==> src/rtl/regbank_pkg.sv <==
`default_nettype none
// ============================================================================
// Module   : regbank_pkg
// Purpose  : Shared constants, FSM state type and one-hot helper for the
//            write side of the 16-word register bank.
// Contents : DATA_W_DEF - default register width
//            MAX_REGS   - physical word slots on the flattened output bus
//            ADDR_W     - register index width (fixed at 4)
//            state_e    - writer FSM states
//            onehot16   - 4-bit index to 16-bit one-hot enable
// Revision : 1.0 - initial release
// ============================================================================
package regbank_pkg;

  localparam int DATA_W_DEF = 16;
  localparam int MAX_REGS   = 16;
  localparam int ADDR_W     = 4;

  typedef enum logic [0:0] {
    ST_IDLE  = 1'b0,
    ST_CLEAR = 1'b1
  } state_e;

  function automatic logic [MAX_REGS-1:0] onehot16(input logic [ADDR_W-1:0] addr);
    onehot16 = {{(MAX_REGS-1){1'b0}}, 1'b1} << addr;
  endfunction

endpackage
`default_nettype wire

==> src/rtl/regbank_dec4to16.sv <==
`default_nettype none
// ============================================================================
// Module   : regbank_dec4to16
// Purpose  : Combinational 4-to-16 one-hot decoder with enable; generates the
//            per-word write strobes (inverse of the read-side select tree).
// Ports    : addr   in  4   word index, bit 0 = mux select S0
//            en     in  1   decoder enable; all outputs low when 0
//            onehot out 16  one-hot word enable
// Revision : 1.0 - initial release
// ============================================================================
module regbank_dec4to16 (
  input  logic [3:0]  addr,
  input  logic        en,
  output logic [15:0] onehot
);
  import regbank_pkg::*;

  assign onehot = en ? onehot16(addr) : 16'h0000;

endmodule
`default_nettype wire

==> src/rtl/regbank_writer.sv <==
`default_nettype none
// ============================================================================
// Module   : regbank_writer
// Purpose  : Write side of the 16-word register bank. Valid/ready write port,
//            one-hot address decode, sequenced clear-all sweep and a
//            flattened view of every word for the read multiplexer.
// Ports    : clk        in   1          rising-edge clock
//            rst_n      in   1          asynchronous active-low reset
//            wr_valid   in   1          write request valid
//            wr_ready   out  1          write can be accepted this cycle
//            wr_addr    in   ADDR_W     target word index
//            wr_data    in   DATA_W     write data
//            wr_be      in   DATA_W/8   byte enables (REGBANK_BYTE_EN only)
//            clear_req  in   1          request to zero all words
//            busy       out  1          clear sweep in progress
//            clear_done out  1          pulse when the sweep completes
//            wr_err     out  1          pulse after an out-of-range write
//            wr_onehot  out  16         registered write enable, debug
//            regs_o     out  16*DATA_W  word i at [i*DATA_W +: DATA_W]
// Options  : `define REGBANK_BYTE_EN adds the wr_be byte-enable input.
// Revision : 1.0 - initial release
// ============================================================================
module regbank_writer #(
  parameter int DATA_W   = regbank_pkg::DATA_W_DEF,
  parameter int NUM_REGS = 12,
  parameter int ADDR_W   = regbank_pkg::ADDR_W
) (
  input  logic                                  clk,
  input  logic                                  rst_n,
  input  logic                                  wr_valid,
  output logic                                  wr_ready,
  input  logic [ADDR_W-1:0]                     wr_addr,
  input  logic [DATA_W-1:0]                     wr_data,
`ifdef REGBANK_BYTE_EN
  input  logic [DATA_W/8-1:0]                   wr_be,
`endif
  input  logic                                  clear_req,
  output logic                                  busy,
  output logic                                  clear_done,
  output logic                                  wr_err,
  output logic [regbank_pkg::MAX_REGS-1:0]        wr_onehot,
  output logic [regbank_pkg::MAX_REGS*DATA_W-1:0] regs_o
);
  import regbank_pkg::*;

  localparam logic [ADDR_W:0]   c_num_regs = (ADDR_W+1)'(NUM_REGS);
  localparam logic [ADDR_W-1:0] c_last_idx = ADDR_W'(NUM_REGS-1);

  state_e                state_q, state_d;
  logic [ADDR_W-1:0]     idx_q, idx_d;
  logic [DATA_W-1:0]     regs_q [NUM_REGS];
  logic [DATA_W-1:0]     regs_d [NUM_REGS];
  logic                  clear_done_q, clear_done_d;
  logic                  wr_err_q, wr_err_d;
  logic [MAX_REGS-1:0]   wr_onehot_q, wr_onehot_d;

  logic                  wr_accept;
  logic                  wr_in_range;
  logic [MAX_REGS-1:0]   wr_en;
  logic [DATA_W-1:0]     wr_mask;

  // rst_n gates ready so no handshake can complete while the bank is held
  // in reset, even though the state register already reads IDLE.
  assign wr_ready    = rst_n && (state_q == ST_IDLE) && !clear_req;
  assign wr_accept   = wr_valid && wr_ready;
  assign wr_in_range = {1'b0, wr_addr} < c_num_regs;
  assign busy        = (state_q == ST_CLEAR);

  // Out-of-range writes still complete the handshake but never reach a
  // word, so the decoder is only enabled for valid indices.
  regbank_dec4to16 u_dec (
    .addr   (wr_addr),
    .en     (wr_accept && wr_in_range),
    .onehot (wr_en)
  );

`ifdef REGBANK_BYTE_EN
  always_comb begin
    wr_mask = '0;
    for (int b = 0; b < DATA_W/8; b++) begin
      wr_mask[b*8 +: 8] = {8{wr_be[b]}};
    end
  end
`else
  assign wr_mask = '1;
`endif

  // Sweep sequencer: one word per cycle, exactly NUM_REGS cycles.
  always_comb begin
    state_d      = state_q;
    idx_d        = idx_q;
    clear_done_d = 1'b0;
    case (state_q)
      ST_IDLE: begin
        if (clear_req) begin
          state_d = ST_CLEAR;
          idx_d   = '0;
        end
      end
      ST_CLEAR: begin
        if (idx_q == c_last_idx) begin
          state_d      = ST_IDLE;
          idx_d        = '0;
          clear_done_d = 1'b1;
        end else begin
          idx_d = idx_q + ADDR_W'(1);
        end
      end
      default: begin
        state_d = ST_IDLE;
        idx_d   = '0;
      end
    endcase
  end

  // wr_en is only non-zero in IDLE, so sweep and write never collide.
  always_comb begin
    for (int i = 0; i < NUM_REGS; i++) begin
      regs_d[i] = regs_q[i];
      if ((state_q == ST_CLEAR) && (idx_q == ADDR_W'(i))) begin
        regs_d[i] = '0;
      end else if (wr_en[i]) begin
        regs_d[i] = (regs_q[i] & ~wr_mask) | (wr_data & wr_mask);
      end
    end
  end

  always_comb begin
    wr_err_d    = wr_accept && !wr_in_range;
    wr_onehot_d = wr_en;
  end

  always_ff @(posedge clk or negedge rst_n) begin
    if (!rst_n) begin
      state_q      <= ST_IDLE;
      idx_q        <= '0;
      clear_done_q <= 1'b0;
      wr_err_q     <= 1'b0;
      wr_onehot_q  <= '0;
      for (int i = 0; i < NUM_REGS; i++) begin
        regs_q[i] <= '0;
      end
    end else begin
      state_q      <= state_d;
      idx_q        <= idx_d;
      clear_done_q <= clear_done_d;
      wr_err_q     <= wr_err_d;
      wr_onehot_q  <= wr_onehot_d;
      for (int i = 0; i < NUM_REGS; i++) begin
        regs_q[i] <= regs_d[i];
      end
    end
  end

  assign clear_done = clear_done_q;
  assign wr_err     = wr_err_q;
  assign wr_onehot  = wr_onehot_q;

  // Unimplemented word slots read as zero on the flattened bus.
  for (genvar g = 0; g < MAX_REGS; g++) begin : g_word
    if (g < NUM_REGS) begin : g_impl
      assign regs_o[g*DATA_W +: DATA_W] = regs_q[g];
    end else begin : g_empty
      assign regs_o[g*DATA_W +: DATA_W] = '0;
    end
  end

endmodule
`default_nettype wire

==> config.mk <==
export PLATFORM = sky130hd
export DESIGN_NAME = regbank_writer
export DESIGN_NICKNAME = d
export VERILOG_FILES = /design/src/rtl/regbank_pkg.sv /design/src/rtl/regbank_dec4to16.sv /design/src/rtl/regbank_writer.sv
export SDC_FILE = /design/constraint.sdc
export NUM_CORES = 1
export LEC_CHECK = 0
export CORE_ASPECT_RATIO = 0.9
export CORE_MARGIN = 5
export CORE_UTILIZATION = 50
export CTS_CLUSTER_SIZE = 14
export DETAILED_ROUTE_END_ITERATION = 8
export MAX_ROUTING_LAYER = met4
export PLACE_DENSITY = 0.89
export SLEW_MARGIN = 5
export SYNTH_ARGS = -nofsm -noshare
export SYNTH_HDL_FRONTEND = slang
export SYNTH_SLANG_ARGS = --single-unit
==> constraint.sdc <==
create_clock -name clk -period 3.45 [get_ports clk]
set_clock_uncertainty 0.05 [all_clocks]
set_input_delay 0.8625 -clock clk [delete_from_list [all_inputs] [get_ports clk]]
set_output_delay 0.8625 -clock clk [all_outputs]
set_load 0.05 [all_outputs]
== Word level (Yosys, flattened, before mapping) ==
Cells that the tools add are included.
Storage, ports and cells
  word-level logic and storage cells: 98
  register bits: 215
Operators by class
  eq/ne operators: 12
  $lt $le $gt $ge: 1
  multiplexer cells: 33
  add/subtract/negate cells: 1
  bitwise logic cells: 1
  reduce and logical (&&, ||, !) cells: 32
  shift-type cells: 1
Operators by type and width (count)
  16-bit 2-to-1 mux: 25
  2-bit nonzero test: 12
  1-bit logical AND: 17
  4-bit by 3-bit equality test with 1-bit output, second input constant: 4
  4-bit equality test, second input constant: 4
  1-bit by 4-bit left shift with 16-bit output, first input constant: 1
  4-bit by 2-bit equality test with 1-bit output, second input constant: 2
  4-bit 2-to-1 mux: 2
  4-bit case mux with 2 select lines: 1
  4-bit by 1-bit adder with 4-bit output, second input constant: 1
  4-bit by 1-bit equality test with 1-bit output, second input constant: 1
  4-bit logical NOT: 1
  4-bit less-than comparator, second input constant: 1
  1-bit 2-to-1 mux: 4
  1-bit logical NOT: 2
  2-bit inequality test, second input constant: 1
  1-bit case mux with 2 select lines: 1
  1-bit inverter: 1

== Depth between registers and ports, before layout ==
Gate-level depths: netlist of the first run.
  word-level depth: 8
  mapped depth: 7
  mapped depth without buffers: 5

== Hierarchy ==
A second synthesis of the first run with hierarchy kept.
Second synthesis, totals
  cell total of the unflattened synthesis: 789
  area, all modules: 9295.2 um^2
By module, submodules not included
  regbank_writer: cells an instance 766, area an instance 9175.0 um^2, instances 1
  regbank_dec4to16: cells an instance 23, area an instance 120.1 um^2, instances 1

== Worst setup path before layout of the first run ==
OpenSTA, ideal clock, no wires.
  path type: reg-to-reg
  start point: register state_q, in the netlist busy
  end point: register regs_q, in the netlist regs_o[133]
  path buffers: 2
  slack: 0.796 ns
  data required time: 3.263 ns
  setup time: 0.137 ns
  period minus slack after synthesis: 2.654 ns
  stages on the path, launching flop included: 6
  arrival: 2.467 ns
  cells stage by stage: dfrtp_1 -> buf_4 -> nor3b_2 -> nand3_2 -> buf_2 -> mux2i_1
On the way
  cells in the longest elaborated chain, start to end: 7
  elaborated cells on any way between the ends: 9
  classes of those cells: mux: 2; bitwise: 1; reduce/logical: 6
Ends and longest elaborated chain
  from (decl): line regbank_writer.sv:49  | state_e state_q, state_d;
  from (signal assigned): line regbank_writer.sv:144  | state_q <= state_d;
  1-bit inverter: line regbank_writer.sv:64  | assign wr_ready = rst_n && (state_q == ST_IDLE) && !clear_req;
  1-bit logical AND (2 in a row): line regbank_writer.sv:64
  named net wr_ready: line regbank_writer.sv:31  | output logic wr_ready,
  1-bit logical AND: line regbank_writer.sv:65  | assign wr_accept = wr_valid && wr_ready;
  1-bit logical AND: line regbank_writer.sv:73  | .en (wr_accept && wr_in_range),
  16-bit 2-to-1 mux: line regbank_dec4to16.sv:18  | assign onehot = en ? onehot16(addr) : 16'h0000;
  2-bit nonzero test (no line)
  to (signal, indexed assignment): line regbank_writer.sv:150  | regs_q[i] <= regs_d[i];
  to (decl): line regbank_writer.sv:51  | logic [DATA_W-1:0] regs_q [NUM_REGS];
The timed path passes the listed nets, and every way through them passes these cells.
A chain may end at the register's enable or synchronous reset.

== Worst setup path in the final report of the first run ==
  start point: input clear_req
  end point: output wr_ready
On the way
  cells in the longest elaborated chain, start to end: 2
Ends and longest elaborated chain
  from (decl): line regbank_writer.sv:37  | input logic clear_req,
  1-bit logical NOT: line regbank_writer.sv:64
  1-bit logical AND: line regbank_writer.sv:64
  to (decl): line regbank_writer.sv:31
Every way passes these cells.

==> results.md, run 1 <==
- Layout overhead on the synthesized area: 32.4%
- Lkg Pwr: roughly 6.2 nW
- Sequential share of the synthesized area: between 50% and 60%
- Peak fanout along the critical path: 5
- Flops & latches, synth: around 220
- Final TNS setup: 0 ns
- Max Clock Freq: between 300 and 400 MHz
- Worst Slack Setup Final: slightly below 0.6 ns
- Final cycle utilization of the critical path: 83.2%
- CTS sink cnt: 215
- Synthesized cell area: approximately 9400 sq um
- Register-to-Register Path Depth: 5
- Residual DRC: 0
- Die height: between 100 and 150 um
- Post-synth top area cell: dfrtp_1
- Crit end category: output port
- Top-Level Pins: 300
- Critical path arrival: 1.96 ns
- Final setup fails: 0
- Max incr delay on CP: between 0.5 and 0.6 ns
- Vias in the first global route: 7197
- Fin area: ~12000 sq um
- Synth Flop Type: dfrtp_1
- Critical path's top delay family: buffers and inverters
- EDFF count, synth: 0
- Routed Antenna Nets: 0
- Netlist cell types: 39
- Most common cell after layout, fill and taps aside: clkdlybuf4s50_1
- CTS clk-pin slew, worst paths: approximately 0.060 ns
- Core Region: between 15000 and 20000 sq um
- Critical-path top delay cell: clkdlybuf4s50_1
- Synth top area cells: dfrtp_1 (57%), mux2i_1 (19%), nand2_1 (7.9%)
- CTS Buf Count: 23
- # resized after CTS: 0
- Total setup buffers inserted after CTS: 0
- GRT Residual Overflow: 0
- DR vias/cell: 5.28
- FFs w/ async S/R, synth: between 90% and 100%
- 1st-iter DRT viols: 320
- Synth top area share: a little under three fifths
- Initial antenna violation count: 0
- WP data required: between 2 and 3 ns
- Fraction of layout cells with a size suffix above 1: under 10%
- Clock buffer depth: 3
- Crit-path cells: clkdlybuf4s50_1 -> nor3b_2 -> buf_12
- YS warnings: 0
- Hold_ws: between 0.15 and 0.2 ns
- Routability cong.: 0.851
- Placed Cells: 1266
- Hold Vio Cnt, Final: 0
- Slew Limit Fails: 0
- Status: completed
- Commonest non-fill, non-tap cells in the layout: clkdlybuf4s50_1 (233), dfrtp_1 (215), nand2_1 (198)
- Max-cap violation count: 0
- CTS tree: yes
- Max VDD drop: around 480 uV
- Synthesized instance count: around 830
- DP Area: approximately 12000 sq um
- Largest net degree at the start of global routing: about 120
- RSZ-0062 raised after global routing: no
- # nets final: between 1000 and 1500
- Levels on crit path: 3
- First-pass GRT wire length: 41.8 mm
- Startpoint Class: primary input
- Die area: about 22000 sq um
- Worst Tran Pin Value: between 0.9 and 1 ns
- HP Class: in -> async
- Initial DRT Pass Iterations: 4
- Clock Root Buffer: clkbuf_16
- FP Rows: 47
- Tmin final: ~2.9 ns
- Detailed-route via count: 6876
- Later-pin clock latency in the skew report: approximately 0.50 ns
- Die W: around 150 um
- Rel. slew slack: roughly 37%
- Syn_area_per_cell: 11.4 sq um
- Hpwl dp: between 15 and 20 mm
- Port-buffer cells: roughly 240
- Hold_buf cts: 0
- Cell Pwr Density: 910 nW/um^2
- Post-route insts no fill: 1302
- DR WL/cell: between 20 and 25 um
- H-tree Lvls: 1
- Setup WS pre-CTS: between 0.5 and 0.6 ns
- GRT Util Overall: 25.1%
- Final WL: ~27 mm
- Ant diodes: 0
- CP bufs+invs: 2
- Initial Util: 51.1%
- Worst setup path category: in -> out
## state kept, by name, summed over array words and instances, names as in the netlist
signal	cells
busy	1
clear_done	1
idx_q	4
regs_o	192
wr_err	1
wr_onehot	16
## metrics by stage
step	util [%]	total power [mW]
after floorplan	-	7.15
after global placement	63.5	8.80
after detailed placement	63.5	8.92
after CTS	67.6	11.4
after global routing	67.6	11.8
final	67.6	11.4
## Yosys cell counts (2+ instances only)
cell / instances
buf_2: 13
buf_4: 70
buf_6: 5
clkbuf_1: 36
dfrtp_1: 215
ha_1: 4
inv_1: 24
mux2i_1: 176
nand2_1: 198
nand2b_1: 3
nand3_1: 17
nand4b_1: 9
nand4bb_1: 5
nor2_1: 3
nor3_1: 2
nor3_2: 2
nor4_1: 4
nor4_4: 2
o21ai_0: 17
or3_1: 2
## final cells by class
| type | instances | area (sq um) |
|---|---|---|
| flip-flops and latches | 215 | 5380 |
| multi-input cells | 529 | 3440 |
| repair buffers | 253 | 2510 |
| clock inverters | 4 | 73.8 |
| clock buffers | 32 | 679 |
| inverters | 24 | 90.1 |
| fillers | 1317 | 5980 |
| well taps | 245 | 307 |
## worst paths after layout
path | start | endpoint | slack [ns]
worst min-delay path | rst_n | regs_o[69]$_DFFE_PN0P_ | 0.16
min in group clk | regs_o[114]$_DFFE_PN0P_ | regs_o[114]$_DFFE_PN0P_ | 0.47
worst min register to register | regs_o[114]$_DFFE_PN0P_ | regs_o[114]$_DFFE_PN0P_ | 0.47
worst max-delay path | clear_req | wr_ready | 0.58
max in group asynchronous | rst_n | regs_o[135]$_DFFE_PN0P_ | 1.96
worst max register to register | idx_q[0]$_DFFE_PN0P_ | regs_o[110]$_DFFE_PN0P_ | 1.23
## metal layers
layer | vias up | track usage, % | wire [um]
li1 | 3044 | - | -
met1 | 3489 | 32.2 | 11100
met2 | 297 | 39.6 | 12700
met3 | 46 | 7.62 | 2680
met4 | 0 | 5.95 | 591
met5 | - | - | 0
## cells by family after synthesis
family / share of synthesized area (%)
AND/OR/NAND/NOR: 12.9
adder cells (fa/ha/maj): 0.531
flip-flops: 57.1
AO/OA/AOI/OAI: 1.29
buffers and inverters: 9.46
multiplexers: 18.7
other: 0.0398
## power breakdown
| group | internal, mW | switching, mW | total (mW) |
|---|---|---|---|
| Sequential | 3.21 | 0.469 | 3.68 |
| Clock | 1.51 | 0.970 | 2.48 |
| Combinational | 1.53 | 3.67 | 5.20 |
| Total | 6.25 | 5.11 | 11.4 |
Power figures use the tool's default switching activity.
==> inputs of run 2 (changes only) <==
Settings changed: CORE_UTILIZATION 50 to 42, PLACE_DENSITY 0.89 to 0.8.
Clock period 3.45 ns to 2.5 ns, I/O delays scaled along.
==> results.md, run 2 (synthesis gave the netlist of run 1 again) <==
- Routability cong.: 0.867 (was 0.851)
- First-pass GRT wire length: 43.7 mm (was 41.8 mm)
- Hold Vio Cnt, Final: 0 (unchanged)
- Port-buffer cells: 235 (unchanged)
- GRT Util Overall: 22.0% (was 25.1%)
- Hpwl dp: 19.5 mm (was 18.5 mm)
- Die W: 168 um (was 155 um)
- WP data required: 1.82 ns (was 2.54 ns)
- Final WL: 27.9 mm (was 27.1 mm)
- FP Rows: 52 (was 47)
- Max incr delay on CP: 0.87 ns (was 0.52 ns)
- Tmin final: ~2.4 ns
- Clock buffer depth: 3 (unchanged)
- Slew Limit Fails: 0 (unchanged)
- Clock Root Buffer: clkbuf_16 (unchanged)
- DR WL/cell: 20.2 um (was 20.8 um)
- 1st-iter DRT viols: 424 (was 320)
- DR vias/cell: 4.97 (was 5.28)
- Die area: 25600 sq um (was 21700 sq um)
- Initial antenna violation count: 0 (unchanged)
- Commonest non-fill, non-tap cells in the layout: clkdlybuf4s50_1 (232), dfrtp_1 (215), nand2_1 (198) (was clkdlybuf4s50_1 (233), dfrtp_1 (215), nand2_1 (198))
- Core Region: 22300 sq um (was 18500 sq um)
- Layout overhead on the synthesized area: 36.8% (was 32.4%)
- Ant diodes: 0 (unchanged)
- Max-cap violation count: 0 (unchanged)
- Critical path's top delay family: buffers and inverters (unchanged)
- RSZ-0062 raised after global routing: no (unchanged)
- Area of the multi-input gates: 3460 sq um (was 3440 sq um)
- Critical-path top delay cell: clkdlybuf4s50_1 (unchanged)
- Crit end category: output port (unchanged)
- Hold_ws: 0.149 ns (was 0.161 ns)
- H-tree Lvls: 1 (unchanged)
- # nets final: 1099 (was 1074)
- Die height: 152 um (was 140 um)
- Residual DRC: 0 (unchanged)
- HP Class: in -> async (unchanged)
- Max VDD drop: 670 uV (was 475 uV)
- Initial DRT Pass Iterations: 4 (unchanged)
- Crit-path cells: clkdlybuf4s50_1 (was clkdlybuf4s50_1 -> nor3b_2 -> buf_12)
- Critical path arrival: 1.73 ns (was 1.96 ns)
- Detailed-route via count: 6863 (was 6876)
- Worst Tran Pin Value: 0.669 ns (was 0.949 ns)
- Initial Util: 42.3% (was 51.1%)
- Later-pin clock latency in the skew report: 0.49 ns (was 0.50 ns)
- Startpoint Class: register (was primary input)
- CP bufs+invs: 1 (was 2)
- Top-Level Pins: 300 (unchanged)
- Routed Antenna Nets: 0 (unchanged)
- Max Clock Freq: 417 MHz
- Peak fanout along the critical path: 2 (was 5)
- Worst setup path category: reg -> out (was in -> out)
- Fraction of layout cells with a size suffix above 1: 8.20% (was 6.15%)
- Status: completed (unchanged)
- CTS clk-pin slew, worst paths: 0.06 ns (about the same)
- Final cycle utilization of the critical path: between 90 and 100%
- Largest net degree at the start of global routing: 118 (was 115)
- Final setup fails: 0 (unchanged)
- Rel. slew slack: 55.3% (was 36.8%)
- CTS sink cnt: 215 (unchanged)
- Lkg Pwr: 6.35 nW (was 6.18 nW)
- Final TNS setup: 0 ns (unchanged)
- Cell Pwr Density: 1220 nW/um^2 (was 910 nW/um^2)
- Fillers: 1876 (was 1317)
- Most common cell after layout, fill and taps aside: clkdlybuf4s50_1 (unchanged)
- GRT Residual Overflow: 0 (unchanged)
- Max FFs per register: 192 (unchanged)
- Sequential Area: 5380 sq um (unchanged)
- CTS tree: yes (unchanged)
- CTS Buf Count: 23 (unchanged)
- Vias in the first global route: 7358 (was 7197)
[run 2: cell types whose count changed in the layout (fill, tap and decap cells not counted), moves of 2 or more]
| cell | delta |
|---|---|
| buf_12 | +12 |
| buf_4 | +13 |
| clkbuf_1 | +4 |
| clkbuf_8 | -2 |
[run 2: layer usage]
metal,global-route usage (%),share of wire (%)
met3,6.93,9.1
met1,28.5,42
met2,35.0,47
met5,-,0
met4,3.75,2.0
[run 2: final cells by class]
cell class | instances | area share [%]
Clock inverter | 5 | 0.602
Timing Repair Buffer | 278 | 22.1
Sequential cell | 215 | 41.7
Inverter | 24 | 0.699
Clock buffer | 34 | 5.17
Tap cell | 297 | 2.88
Multi-Input combinational cell | 529 | 26.8
[run 2: path summary, 6_finish.rpt]
path                                    startpoint  depth (start not counted)  slack (ns)                       to
max in group asynchronous                    rst_n                          3        1.17   regs_o[27]$_DFFE_PN0P_
hold / removal                               rst_n                          2        0.15   regs_o[99]$_DFFE_PN0P_
setup reg to reg                    busy$_DFF_PN0_                          5        0.64   regs_o[89]$_DFFE_PN0P_
setup / recovery           regs_o[163]$_DFFE_PN0P_                          1         0.1              regs_o[163]
hold reg to reg            regs_o[125]$_DFFE_PN0P_                          2        0.47  regs_o[125]$_DFFE_PN0P_
min in group clk           regs_o[125]$_DFFE_PN0P_                          2        0.47  regs_o[125]$_DFFE_PN0P_
[run 2: repair_timing]
action / CTS / global route
resized for setup: 0 / 0
buffers inserted: 0 / 0
hold buffers: 1 / 0
hold endpoints to repair: 10 / 0
[run 2: where the power goes]
group          internal [mW]  total [mW]  switching (mW)
Sequential              4.43        5.08           0.654
Combinational           2.21        7.31            5.10
Clock                   2.04        3.37            1.33
Total                   8.68        15.8            7.09
[run 2: stage by stage]
| stage | total power, mW | setup WS [ns] | area, sq um | instances | util (%) |
|---|---|---|---|---|---|
| 6_report | 15.8 | 0.0994 | 12900 | 1382 | 57.8 |
| 5_1_grt | 16.5 | 0.0595 | 12900 | 1382 | 57.8 |
| 4_1_cts | 15.9 | 0.0724 | 12900 | 1382 | 57.8 |
| 3_5_place_dp | 12.5 | 0.0419 | 12100 | 1342 | 54.4 |
| 3_3_place_gp | 12.3 | 0.0827 | 12100 | 1342 | 54.4 |
| 2_1_floorplan | 9.87 | 0.107 | 9690 | 893 | - |
==> inputs of run 3 (changes only) <==
Settings changed: ABC_CLOCK_PERIOD_IN_PS set to 2500.
==> results of run 3 <==
Same layout as run 2: the final DEF is identical, and so are final timing and power.
